<file path="config.mk">
export PLATFORM = sky130hd
export DESIGN_NAME = arst_pipe_bank
export DESIGN_NICKNAME = d
export VERILOG_FILES = /design/src/rtl/arst_pipe_pkg.sv /design/src/rtl/arst_pipe_stage.sv /design/src/rtl/arst_pipe_bank.sv
export SDC_FILE = /design/constraint.sdc
export NUM_CORES = 1
export LEC_CHECK = 0
export BUFFER_PORTS_ARGS = -buffer_cell sky130_fd_sc_hd__buf_2
export CAP_MARGIN = 20
export CORE_MARGIN = 3
export CORE_UTILIZATION = 53
export DETAILED_ROUTE_END_ITERATION = 8
export PLACE_DENSITY = 0.78
export SLEW_MARGIN = 5
export SYNTH_ARGS = -nofsm -noshare
export SYNTH_HDL_FRONTEND = slang
export SYNTH_SLANG_ARGS = --single-unit
</file>
<file path="constraint.sdc">
create_clock -name C -period 3.3 [get_ports C]
set_clock_uncertainty 0.15 [all_clocks]
set_input_delay 0.66 -clock C [delete_from_list [all_inputs] [get_ports C]]
set_output_delay 0.66 -clock C [all_outputs]
set_load 0.05 [all_outputs]
</file>
<file path="src/rtl/arst_pipe_pkg.sv">
// Shared constants and helpers for the arst_pipe_bank register pipeline.
package arst_pipe_pkg;

    localparam bit EN_ACTIVE_HIGH = 1'b1;
    localparam bit EN_ACTIVE_LOW  = 1'b0;

    localparam int                   DEF_WIDTH   = 6;
    localparam logic [DEF_WIDTH-1:0] DEF_RST_VAL = '0;

    // Width needed to count 0..depth valid stages.
    function automatic int occ_w(input int depth);
        return (depth < 1) ? 1 : $clog2(depth + 1);
    endfunction

endpackage

</file>
<file path="src/rtl/arst_pipe_stage.sv">
// One pipeline stage: valid and data registers, asynchronously reset to 0 / RST_VAL.
module arst_pipe_stage
    import arst_pipe_pkg::*;
#(
    parameter int               WIDTH   = DEF_WIDTH,
    parameter logic [WIDTH-1:0] RST_VAL = {WIDTH{1'b0}}
) (
    input  logic             clk_i,
    input  logic             rst_ni,
    input  logic             load_i,
    input  logic             up_valid_i,
    input  logic [WIDTH-1:0] up_data_i,
    output logic             valid_o,
    output logic [WIDTH-1:0] data_o
);

    logic             v_q, v_d;
    logic [WIDTH-1:0] d_q, d_d;

    // Data is captured only with a valid word; a bubble leaves the old data in place.
    always_comb begin
        v_d = v_q;
        d_d = d_q;
        if (load_i) begin
            v_d = up_valid_i;
            if (up_valid_i) begin
                d_d = up_data_i;
            end
        end
    end

    always_ff @(posedge clk_i or negedge rst_ni) begin
        if (!rst_ni) begin
            v_q <= 1'b0;
            d_q <= RST_VAL;
        end else begin
            v_q <= v_d;
            d_q <= d_d;
        end
    end

    assign valid_o = v_q;
    assign data_o  = d_q;

endmodule

</file>
<file path="src/rtl/arst_pipe_bank.sv">
// WIDTH x DEPTH elastic pipeline with async reset values, global enable and valid/ready.
// Define ARST_PIPE_BANK_OCC_EN to add the 'occ' occupancy counter output.
module arst_pipe_bank
    import arst_pipe_pkg::*;
#(
    parameter int               WIDTH   = DEF_WIDTH,
    parameter int               DEPTH   = 3,
    parameter logic [WIDTH-1:0] RST_VAL = {WIDTH{1'b0}},
    parameter bit               EN_POL  = EN_ACTIVE_HIGH
) (
    input  logic             C,
    input  logic             R,
    input  logic             E,
    input  logic             in_valid,
    output logic             in_ready,
    input  logic [WIDTH-1:0] D,
    output logic             out_valid,
    input  logic             out_ready,
    output logic [WIDTH-1:0] Q
`ifdef ARST_PIPE_BANK_OCC_EN
    ,
    output logic [occ_w(DEPTH)-1:0] occ
`endif
);

    logic             en;
    logic [DEPTH:0]   rdy;
    logic [DEPTH-1:0] v;
    logic [WIDTH-1:0] d [DEPTH];

    assign en         = (E == EN_POL);
    assign rdy[DEPTH] = out_ready;

    genvar i;
    for (i = 0; i < DEPTH; i++) begin : g_stage
        logic             up_v;
        logic [WIDTH-1:0] up_d;

        if (i == 0) begin : g_head
            assign up_v = in_valid;
            assign up_d = D;
        end else begin : g_body
            assign up_v = v[i-1];
            assign up_d = d[i-1];
        end

        // A stage can take a word if it is empty or its own word moves on this edge.
        assign rdy[i] = ~v[i] | rdy[i+1];

        arst_pipe_stage #(
            .WIDTH  (WIDTH),
            .RST_VAL(RST_VAL)
        ) u_stage (
            .clk_i     (C),
            .rst_ni    (R),
            .load_i    (en & rdy[i]),
            .up_valid_i(up_v),
            .up_data_i (up_d),
            .valid_o   (v[i]),
            .data_o    (d[i])
        );
    end

    assign in_ready  = R & en & rdy[0];
    assign out_valid = v[DEPTH-1];
    assign Q         = d[DEPTH-1];

`ifdef ARST_PIPE_BANK_OCC_EN
    localparam int OCC_W = occ_w(DEPTH);

    logic             push, pop;
    logic [OCC_W-1:0] occ_q, occ_d;

    assign push = in_valid & in_ready;
    assign pop  = out_valid & out_ready & en;

    always_comb begin
        occ_d = occ_q;
        if (push && !pop) begin
            occ_d = occ_q + OCC_W'(1);
        end else if (pop && !push) begin
            occ_d = occ_q - OCC_W'(1);
        end
    end

    always_ff @(posedge C or negedge R) begin
        if (!R) begin
            occ_q <= '0;
        end else begin
            occ_q <= occ_d;
        end
    end

    assign occ = occ_q;
`endif

endmodule

</file>
# Yosys cells after proc, flatten, opt, wreduce, memory -nomap -nowiden
# Cells that the tools add are included.
# word_totals
output_inout_bits,8
inputBits,11
ff_bits,21
word_cells,20
# op_classes
bitwise_logic,11
n_reduce_logical,3
# op_table
operator,n
$reduce_and A2 Y1,3
$and A1 B1 Y1,5
$not A1 Y1,3
$or A1 B1 Y1,3

# Depth between registers and ports, before layout
# depth
ltp_word,6
ltp_mapped,3
mapped_depth_nobuf,3

# Hierarchy
# Synthesis repeated with hierarchy kept, for this count alone.
# unflattened
hier_cells,54
hier_area_um2,814.5
# modules_own_cells
module,seq_area_each_um2,cells_each,n_inst,area_per_inst_um2
arst_pipe_stage,175.2,16,3,257.7
arst_pipe_bank,0.0,6,1,41.3

# Least setup slack after synthesis
# OpenSTA, ideal clock, no wires.
# synth_timing
kind,input port to output port
from,input out_ready
to,output in_ready
slack_ps,781
cell_stages,2
t_arrival_ps,1709
required_ps,2490
path_buffers,0
cell_sequence,and2b_4 > a31oi_1
# synth_between
elab_chain_cells,4
# synth_lines
element,line_no,source
from (decl),arst_pipe_bank.sv:18,"input logic out_ready,"
$or A1 B1 Y1 (3 in series),arst_pipe_bank.sv:48,assign rdy[i] = ~v[i] | rdy[i+1];
$and A1 B1 Y1,arst_pipe_bank.sv:64,assign in_ready = R & en & rdy[0];
to (decl),arst_pipe_bank.sv:15,"output logic in_ready,"
# No other way between the ends.

# Worst setup path after layout
# Same ends and word-level chain as after synthesis.

==> impl_metrics.csv <==
group,metric,value,unit
final_layout,num-fill-cells,100,
final_layout,finalNetCount,91,
sta,fmaxAchievable,0.453,GHz
final_layout,area_used_by_multi_input_combinational_logic,320,um^2
synth,synth_top_family_by_area,"multiplexers",
final_layout,post_route_cells_drive_above_1_share,0.595,
die,die_boundary_height,46.1,um
outcome,outcome,"finished clean",
die,die-area,2130,um^2
clock_network,numClockSinks,21,
sta,rsz_0062_raised_after_global_routing,"false",
clock_network,clockRootBuffer,"sky130_fd_sc_hd__clkbuf_4",
synth,muxShareOfSynthArea,0.238,
route,dr_total_vias,509,
critical_path,crit_chain,"buf_2 -> and2b_4 -> a31oi_1 -> buf_2",
pwr,power.density,820,nW/um^2
synth,synthArstFlopShare,1.00,
critical_path,timing.critical_path.required,2490,ps
critical_path,timing.critical_path.buf_inv,2,
critical_path,timing.critical_path.arrival,1400,ps
sta,final.period_utilization,0.669,
route,drc,0,
die,boundaryPins,19,
final_layout,final_util,0.712,
synth,synth.yosys.seq_area_share,0.616,
synth,synth_area,853,um^2
route,detail_route.wl_per_cell,14.2,um
final_layout,n_antenna_cell,0,
clock_network,tritoncts,"done",
pwr,worst_ir_drop_vdd,0.000498,V
synth,synth.largest_area_cell,"sky130_fd_sc_hd__dfrtp_1",
synth,ys_top_cells_by_count,"sky130_fd_sc_hd__dfrtp_1 (21), sky130_fd_sc_hd__mux2_2 (18), sky130_fd_sc_hd__nand2_1 (4)",
run,maxCapViolCount,0,
synth,adder_cell_fraction_of_synth_area,0,
pwr,sw_share,0.392,
final_layout,area_growth,16.7,%
route,drt_pre_antenna_iters,4,
sta,report.final.hold_viol_count,0,
critical_path,cp_common_cell,"sky130_fd_sc_hd__buf_2",
global_routing,first_global_vias,483,
placed_design,hpwl,982,um
clock_network,cts_inserted_buffers,3,
critical_path,slowest_stage_delay_cp,280,ps
sta,setup_viol,0,
route,drt_first_iter_violations,7,
pwr,internal_power,496,uW
route,finalWirelength,1340,um
die,floorplan.die.width,46.1,um
synth,yosys.cell_types.count,13,
synth,synth-simple-area-share,0.0572,
critical_path,cell_with_the_largest_stage_delay_on_the_worst_path,"sky130_fd_sc_hd__buf_2",
critical_path,cp-start-kind,"primary input",
placed_design,routabilityCongestion,0.777,
synth,synthCells,56,
pwr,net_switching_power,320,uW
synth,synthesis_warning_total,0,
synth,edff_count_synth,0,
critical_path,worst_path_dominant_cell_family,"buffers and inverters",
global_routing,number_of_antenna_violations_at_the_first_check_in_global_routing,0,
pwr,p_leak,0.459,nW
die,initial_utilization,0.610,
clock_network,postCtsResizedCells,0,
sta,timing.max_slew.rel_slack,0.779,
clock_network,cts_hold_buf,0,
synth,postSynthRegisterBits,21,
synth,synth_nets,67,
critical_path,critical_path_peak_fanout,6,
sta,setup_tns,0,ps
pwr,power_frac_seq,0.474,
synth,synth-main-ff-cell,"sky130_fd_sc_hd__dfrtp_1",
sta,report.final.slew_viol_count,0,
synth,synth_compound_gate_area_share,0.0806,
clock_network,cts_max_level,1,
synth,yosys.cell_count.top_type,"sky130_fd_sc_hd__dfrtp_1",
global_routing,grt_start_max_net_pins,22,
clock_network,cts.path.max_buffers,2,
final_layout,ff_latch_area,526,um^2
pwr,clkPwrFrac,0.142,
global_routing,grt.overflow.total,0,
clock_network,clk_latency,290,ps
route,vias_per_cell,5.41,
worst_hold_path,hold_path.class,"primary input to async pin",
clock_network,post-cts-setup-buffer-count,0,
placed_design,port-buffer-count,18,
die,rows,13,
global_routing,grt.total_usage,0.158,
synth,avgSynthCellArea,15.2,um^2
clock_network,clkSlewWorstSetupHoldPaths,100,ps
synth,synthDominantCellAreaShare,0.616,
pwr,power.combinational.fraction,0.384,
route,count_of_nets_left_with_antenna_violations_after_detail_routing,0,
global_routing,grt_pass1_wl,2210,um
critical_path,critical_path_class,"primary input to output port",
die,core_region_area,1400,um^2
synth,synthTopCellsByArea,"sky130_fd_sc_hd__dfrtp_1 (62%), sky130_fd_sc_hd__mux2_2 (24%), sky130_fd_sc_hd__a31oi_4 (2.5%), sky130_fd_sc_hd__a21oi_4 (1.9%), sky130_fd_sc_hd__nand2_1 (1.8%)",
synth,yosys.area_share.xor_xnor,0,
sta,period_minus_slack,2210,ps
sta,tightest_slew,331,ps
critical_path,critical_path_endpoint_category,"output port",
-- path summary, 6_finish.rpt --
path	from	end	slack, ps	cells past startpoint
setup reg to reg	g_stage[2].u_stage.valid_o$_DFFE_PN0P_	g_stage[0].u_stage.data_o[3]$_DFFE_PN0P_	1740	3
max in group asynchronous	R	g_stage[1].u_stage.data_o[1]$_DFFE_PN0P_	2600	2
hold / removal	R	g_stage[0].u_stage.valid_o$_DFFE_PN0P_	190	2
min in group C	g_stage[2].u_stage.data_o[5]$_DFFE_PN0P_	g_stage[2].u_stage.data_o[5]$_DFFE_PN0P_	360	1
setup / recovery	out_ready	in_ready	1090	4
hold reg to reg	g_stage[2].u_stage.data_o[5]$_DFFE_PN0P_	g_stage[2].u_stage.data_o[5]$_DFFE_PN0P_	360	1
-- stage by stage --
stage | instance area [um^2] | cells | hold slack (ps) | power (mW) | worst slack (ps)
after global placement | 970 | 90 | 332 | 0.701 | 1090
after floorplan | 853 | 56 | 214 | 0.632 | 781
after detailed placement | 970 | 90 | 341 | 0.712 | 1090
after CTS | 996 | 94 | 184 | 0.827 | 1090
after global routing | 996 | 94 | 175 | 0.865 | 1040
final | 996 | 94 | 186 | 0.817 | 1090
-- registers in the layout (all words and copies together), names as in the netlist --
name,cells
g_stage.u_stage.data_o,18
g_stage.u_stage.valid_o,3
-- cell families after synthesis --
group	after synthesis
flops	21
mux	18
simple gates	8
compound gates	7
buf+inv	2
-- power by group through the flow --
stage	logic [mW]	clock network, mW	registers [mW]
final	0.314	0.116	0.387
after global routing	0.332	0.133	0.400
after CTS	0.318	0.121	0.388
after detailed placement	0.318	0	0.394
after global placement	0.311	0	0.390
after floorplan	0.105	0	0.528
-- final cells by class --
class                           instances  area share
Timing Repair Buffer                   19      0.0980
Multi-Input combinational cell         33       0.322
Clock buffer                            4      0.0264
Sequential cell                        21       0.528
Inverter                                2     0.00754
Tap cell                               15      0.0188
-- metal layers --
metal / track usage / routed length [um] / up-vias / part of all wire
met4: 0.0511 / 12 / 0 / 0.0090
li1: - / - / 245 / -
met1: 0.186 / 572 / 242 / 0.43
met3: 0.0703 / 90 / 2 / 0.067
met5: 0 / 0 / - / 0
met2: 0.258 / 660 / 20 / 0.49
-- layout by cell type (no fill, tap or decap), types with 2 or more instances in the layout --
cell type                  Yosys  layout
sky130_fd_sc_hd__buf_2         0      18
sky130_fd_sc_hd__clkbuf_4      0       3
sky130_fd_sc_hd__dfrtp_1      21      21
sky130_fd_sc_hd__inv_1         2       2
sky130_fd_sc_hd__mux2_2       18      18
sky130_fd_sc_hd__nand2_1       4       4
sky130_fd_sc_hd__nand2_2       2       2
sky130_fd_sc_hd__o21ai_0       2       2
(Power assumes the default switching activity.)
